===== src/rtl/pipelined_left_shifter.sv =====
// Pipelined logical-left / rotate-left barrel shifter, one stage per shift-amount bit,
// with valid/ready flow control and bubble-collapsing stall behaviour.
module pipelined_left_shifter #(
    parameter int  DATA_WIDTH  = 32,
    localparam int SHAMT_WIDTH = $clog2(DATA_WIDTH)
) (
    input  logic                   clk,
    input  logic                   rstn,
    input  logic                   ivalid,
    output logic                   iready,
    input  logic [DATA_WIDTH-1:0]  idata,
    input  logic [SHAMT_WIDTH-1:0] ishamt,
    input  logic                   irot,
    output logic                   ovalid,
    input  logic                   oready,
    output logic [DATA_WIDTH-1:0]  odata
);

    localparam int S = SHAMT_WIDTH;

    genvar gi;
    generate
        for (gi = 0; gi < S; gi++) begin : g_stage
            localparam int AMT = 2 ** gi;
            // Shift bits still pending when entering this stage, bit 0 is the one applied here.
            localparam int UPW = S - gi;

            logic                  up_v;
            logic                  up_r;
            logic [UPW-1:0]        up_s;
            logic [DATA_WIDTH-1:0] up_d;
            logic [DATA_WIDTH-1:0] lsh;
            logic [DATA_WIDTH-1:0] rot;
            logic [DATA_WIDTH-1:0] shifted;
            logic                  rdy;
            logic                  next_rdy;
            logic                  v_reg;
            logic [DATA_WIDTH-1:0] d_reg;

            if (gi == 0) begin : g_head
                assign up_v = ivalid;
                assign up_d = idata;
                assign up_s = ishamt;
                assign up_r = irot;
            end else begin : g_link
                assign up_v = g_stage[gi-1].v_reg;
                assign up_d = g_stage[gi-1].d_reg;
                assign up_s = g_stage[gi-1].g_ctl.s_reg;
                assign up_r = g_stage[gi-1].g_ctl.r_reg;
            end

            if (gi == S - 1) begin : g_tail
                assign next_rdy = oready;
            end else begin : g_mid
                assign next_rdy = g_stage[gi+1].rdy;
            end

            // An empty stage always accepts, so bubbles are squeezed out during a stall.
            assign rdy     = ~v_reg | next_rdy;
            assign lsh     = up_d << AMT;
            assign rot     = {up_d[DATA_WIDTH-1-AMT:0], up_d[DATA_WIDTH-1 -: AMT]};
            assign shifted = up_s[0] ? (up_r ? rot : lsh) : up_d;

            always_ff @(posedge clk or negedge rstn) begin
                if (!rstn) begin
                    v_reg <= 1'b0;
                    d_reg <= '0;
                end else if (rdy) begin
                    v_reg <= up_v;
                    if (up_v) begin
                        d_reg <= shifted;
                    end
                end
            end

            // The last stage has no remaining shift bits and no further use for the mode flag.
            if (gi < S - 1) begin : g_ctl
                logic [UPW-2:0] s_reg;
                logic           r_reg;

                always_ff @(posedge clk or negedge rstn) begin
                    if (!rstn) begin
                        s_reg <= '0;
                        r_reg <= 1'b0;
                    end else if (rdy && up_v) begin
                        s_reg <= up_s[UPW-1:1];
                        r_reg <= up_r;
                    end
                end
            end
        end
    endgenerate

    assign iready = g_stage[0].rdy;
    assign ovalid = g_stage[S-1].v_reg;
    assign odata  = g_stage[S-1].d_reg;

endmodule


===== config.mk =====
export PLATFORM = sky130hd
export DESIGN_NAME = pipelined_left_shifter
export DESIGN_NICKNAME = d
export VERILOG_FILES = /design/src/rtl/pipelined_left_shifter.sv
export SDC_FILE = /design/constraint.sdc
export NUM_CORES = 1
export LEC_CHECK = 0
export ABC_AREA = 1
export BUFFER_PORTS_ARGS = -buffer_cell sky130_fd_sc_hd__buf_2
export CORE_MARGIN = 1
export CORE_UTILIZATION = 46
export CTS_CLUSTER_SIZE = 16
export DETAILED_ROUTE_END_ITERATION = 10
export HOLD_SLACK_MARGIN = 0.15
export REMOVE_ABC_BUFFERS = 1
export SLEW_MARGIN = 20
export SYNTH_ARGS = -nofsm -noshare
export SYNTH_HDL_FRONTEND = slang
export SYNTH_SLANG_ARGS = --single-unit

===== constraint.sdc =====
create_clock -name clk -period 1.55 [get_ports clk]
set_clock_uncertainty 0.05 [all_clocks]
set_input_delay 0.2325 -clock clk [delete_from_list [all_inputs] [get_ports clk]]
set_output_delay 0.2325 -clock clk [all_outputs]
set_load 0.02 [all_outputs]

== Word level (Yosys, flattened, before mapping) ==
Index checks and enable logic that the tools add are counted.

* Logic and storage cells: 47
* Register bits: 179
* Input port bits: 42
* Output and inout port bits: 34

* Mux-type cells: 10
* Bitwise operators: 10
* Reductions and logical operators: 9

{| class="wikitable"
|+ Operators with widths
! operator !! count
|-
| $mux 32 || 5
|-
| $mux 16 || 1
|-
| $reduce_and 2->1 || 5
|-
| $mux 8 || 1
|-
| $not 1->1 || 5
|-
| $or 1x1->1 || 5
|-
| $logic_and 1x1->1 || 4
|-
| $mux 4 || 1
|-
| $mux 2 || 1
|-
| $mux 1 || 1
|}

== Depth between registers and ports, before layout ==
* Word-level depth: 7
* Depth in mapped cells: 9

== Least setup slack after synthesis ==
OpenSTA, ideal clock, no wires.

* Path kind: reg-to-reg
* From: register g_stage[4].v_reg, in the netlist ovalid
* To: register g_stage[0].d_reg[0]
* Arrival time: 1,293 ps
* Cell stages (with the launch flop): 7
* Clock period less this slack: 1,461 ps
* Data required time: 1,382 ps
* Library setup time: 118 ps
* Path slack: 89 ps
* Cell sequence: dfrtp_1 > nand3_2 > nor2_4 > nand3_2 > clkbuf_1 > nand3_1 > nand2_1

* Word-level cells in the longest chain between the ends: 7

{| class="wikitable"
|+ RTL lines
! what !! RTL line !! text
|-
| start: declaration || 37 || <nowiki>logic v_reg;</nowiki>
|-
| start signal: assignment || 69 || <nowiki>v_reg <= up_v;</nowiki>
|-
| $not 1->1 || 59 || <nowiki>assign rdy = ~v_reg | next_rdy;</nowiki>
|-
| $or 1x1->1 (5 in series) || 59 ||
|-
| via iready || 10 || <nowiki>output logic iready,</nowiki>
|-
| $reduce_and 2->1 (no source line) || n/a ||
|-
| end signal: assignment || 71 || <nowiki>d_reg <= shifted;</nowiki>
|-
| end: declaration || 38 || <nowiki>logic [DATA_WIDTH-1:0] d_reg;</nowiki>
|}

The timed path passes the listed nets, and every way through them passes these cells.
A chain may end at the register's enable or synchronous reset.

== Worst setup path in the final report ==
* From: register g_stage[3].v_reg
* To: output iready

* Word-level cells in the longest chain between the ends: 5

{| class="wikitable"
|+ RTL lines
! what !! RTL line
|-
| start: declaration || 37
|-
| start signal: assignment || 69
|-
| $not 1->1 || 59
|-
| $or 1x1->1 (4 in series) || 59
|-
| end: declaration || 10
|}

Every way passes these cells.

==> results by group <==
Run status
  • Status: complete, but fails checks
  • Failing checks: setup timing

Critical path
  • Worst Setup EP: iready
  • Reg2reg end: g_stage[0].d_reg[7]
  • Worst reg-to-reg setup slack: -0.11 ns
  • CP endpoint kind: output port
  • Crit path launch: g_stage[3].v_reg
  • Crit start category: flip-flop
  • Worst r2r src: g_stage[3].v_reg
  • Crit Path Category: flip-flop to output port
  • Crit-path max FO: 3
  • Worst path arrival time: between 1 and 1.5 ns
  • Worst endpoint required time: approximately 1.3 ns
  • R2R depth: 10

GRT
  • Largest net degree at the start of global routing: 65
  • Met1 track utilization from global routing: 28.1%
  • All-Layer GR Usage: 20.2%
  • Initial antenna violation count: 0
  • Remaining Overflow, GRT: 0
  • GR Layer Usage met2: 32.4%
  • First-pass GRT wire length: between 30000 and 40000 um
  • Vias in the first global route: ~6.1k
  • GRT Max-Usage Layer: met2
  • Met3 Resource Use GR: 3.46%

Timing
  • RSZ-0062 raised after global routing: true
  • Fmax achieved: 0.589 GHz
  • WHS: 0.158 ns
  • Worst setup margin: -0.148 ns
  • Count of pins over their slew limit: 0
  • Fin crit period: 1.70 ns
  • Hold Fails Final Rpt: 0
  • Final Cycle Share: 110%
  • Worst-margin pin slew: roughly 0.43 ns
  • Setup violations, final: 39
  • Max transition margin: 71.3%

Synth
  • Post-Syn Instances: 1027
  • Synth warn: 0
  • Syn_area_per_cell: 8.24 um^2
  • Yosys reg bits: 179
  • Sequential cell area fraction in the yosys report: between 50% and 60%
  • Post-Syn Area: 0.00846 mm^2
  • Unique masters post-synth: 25

Clocking
  • CTS tree: done
  • Clk slew on worst S/H paths: about 0.060 ns
  • Clk Latency, worst-skew pair: around 0.42 ns
  • CTS H-tree depth: 4
  • Max Buffers Root-to-Sink: 2
  • CTS Sinks: 179
  • CTS Buf Count: 17
  • Clock Tree Root: clkbuf_16

Floorplan
  • Starting Density: 46.9%
  • Die Width: 138 um
  • Die area: between 0.015 and 0.02 mm^2
  • Core ar.: 0.0180 mm^2
  • FP Rows: 49
  • Die extent in y: 138 um
  • I/O pin cnt: between 70 and 80

Power and ir drop
  • Sequential share of power: 39.9%
  • Internal power: 11.5 mW
  • Worst vdd ir: 0.969 mV
  • Total design power: 18.0 mW
  • Sw Share: a little over a third
  • Clock Power Share: 24.3%
  • Pwr Density: roughly 1700 mW/mm^2
  • Net Sw Power: 6.55 mW
  • Combinational Power Share: between 30 and 40%
  • Leakage power: around 5.2 nW

Routing
  • Final ANT Viol Nets: 0
  • Residual DRC: 0
  • Drt pass-1 iters: 5
  • Drt wl/cell: 13.1 um
  • Vias/cell: 4.87
  • Final wirelength: 18000 um
  • Vias post-DR: about 6.7k
  • Initial DRC Count: approximately 310

Final layout
  • Post-layout net count: between 1k and 1.5k
  • Non-Filler Instances: 1380
  • Ant diodes: 0
  • Area Overhead vs Synth: 24.2%
  • Core Util, Final: between 50 and 60%
  • Layout cell share with drive strength beyond 1: between 10% and 20%
  • Max FFs per register: approximately 130

Placed design
  • I/O Buffers: 75
  • Detail Placement HPWL: 11800 um
  • Routability Congestion: approximately 0.74
  • Pre-CTS setup slack: a little under 0.07 ns
  • Placed cell count: about 1.3k

Worst hold path
  • Worst Hold Class: primary input to flip-flop

Run
  • Max_cap viols: 0
## how the worst min path moves through the flow
stage                     startpoint                   end  cells after the start
final                      idata[13]  g_stage[0].d_reg[14]                      5
after global routing        idata[7]   g_stage[0].d_reg[8]                      5
after CTS                   idata[3]   g_stage[0].d_reg[4]                      5
after detailed placement        rstn              odata[0]                      1
after global placement          rstn              odata[0]                      1
after floorplan                 rstn   g_stage[0].d_reg[0]                      0
## cells in the mapped netlist, drive strengths merged
library cell  count  share of area (%)
nand2           330                 15
o21ai           183                 11
dfrtp           179                 53
inv             107                4.7
nand3            49                3.0
buf              40                2.9
clkbuf           30                1.3
mux2i            28                3.3
o211ai           24                2.1
o22ai            24                1.8
nor2             16               0.80
a21oi            15               0.89
a22oi             1              0.089
nand4             1              0.074
## logic make-up (layout without fill, tap and decap cells)
| kind of cell | Yosys count | in the layout | synth area share, % |
|---|---|---|---|
| AND/OR/NAND/NOR | 396 | 396 | 18.7 |
| multiplexers | 28 | 28 | 3.31 |
| buffers and inverters | 177 | 301 | 9.00 |
| flip-flops | 179 | 179 | 52.9 |
| AO/OA/AOI/OAI | 247 | 247 | 16.0 |
## stage by stage
stage          setup TNS [ns]  area, um^2
6_report                -2.77       10500
5_1_grt                 -6.01       10500
4_1_cts                 -1.52       10300
3_5_place_dp                0        9160
3_3_place_gp                0        9160
2_1_floorplan          -55.07        8100
## power groups by stage
stage,Combinational [mW],Sequential (mW),Clock [mW]
after floorplan,3.38,7.84,0
after global placement,6.08,7.25,0
after detailed placement,6.18,7.30,0
after CTS,6.42,7.21,4.48
after global routing,7.47,7.44,4.67
final,6.45,7.20,4.39
## repair_timing
item                                   in CTS  in global routing
buffers inserted                            6                  2
gates cloned                                1                  7
setup endpoints to repair                   1                 42
pin swaps                                   2                  2
hold buffers                               45                  0
endpoints found under the hold margin     213                  0
resized for setup                           4                 11
## area by class of cell
type                    count  area, um^2
multi-input cells         671        3240
repair buffers            163        1490
inverters                 107         402
clock buffers              21         480
flip-flops and latches    179        4480
well taps                 229         287
fillers                  1647        7520
clock inverters            10         130
## metal layers
metal,share of wire [%],routed length (um),up-vias
li1,-,-,3564
met4,1.4,246,0
met1,49,8750,3028
met2,47,8520,109
met3,2.9,518,19
met5,0,0,-
## layout by cell type (no fill, tap or decap), drive strengths merged
cell          Yosys  final
dlygate4sd3       0     43
o211ai           24     24
buf              40    113
a21oi            15     15
inv             107    107
nand2           330    330
mux2i            28     28
clkbuf           30     25
o22ai            24     24
nand4             1      1
a22oi             1      1
dlymetal6s4s      0      2
nor2             16     16
clkinv            0      5
clkinvlp          0      2
nand3            49     49
o21ai           183    183
bufinv            0      3
dfrtp           179    179
bufbuf            0      1
## critical path: stages, from the launching register on
cell and delay, ns:
dfrtp_1 0.36, nand3_2 0.12, nor2_4 0.13, nand3_4 0.11, buf_12 0.15, buf_8 0.12
(Power assumes the default switching activity.)
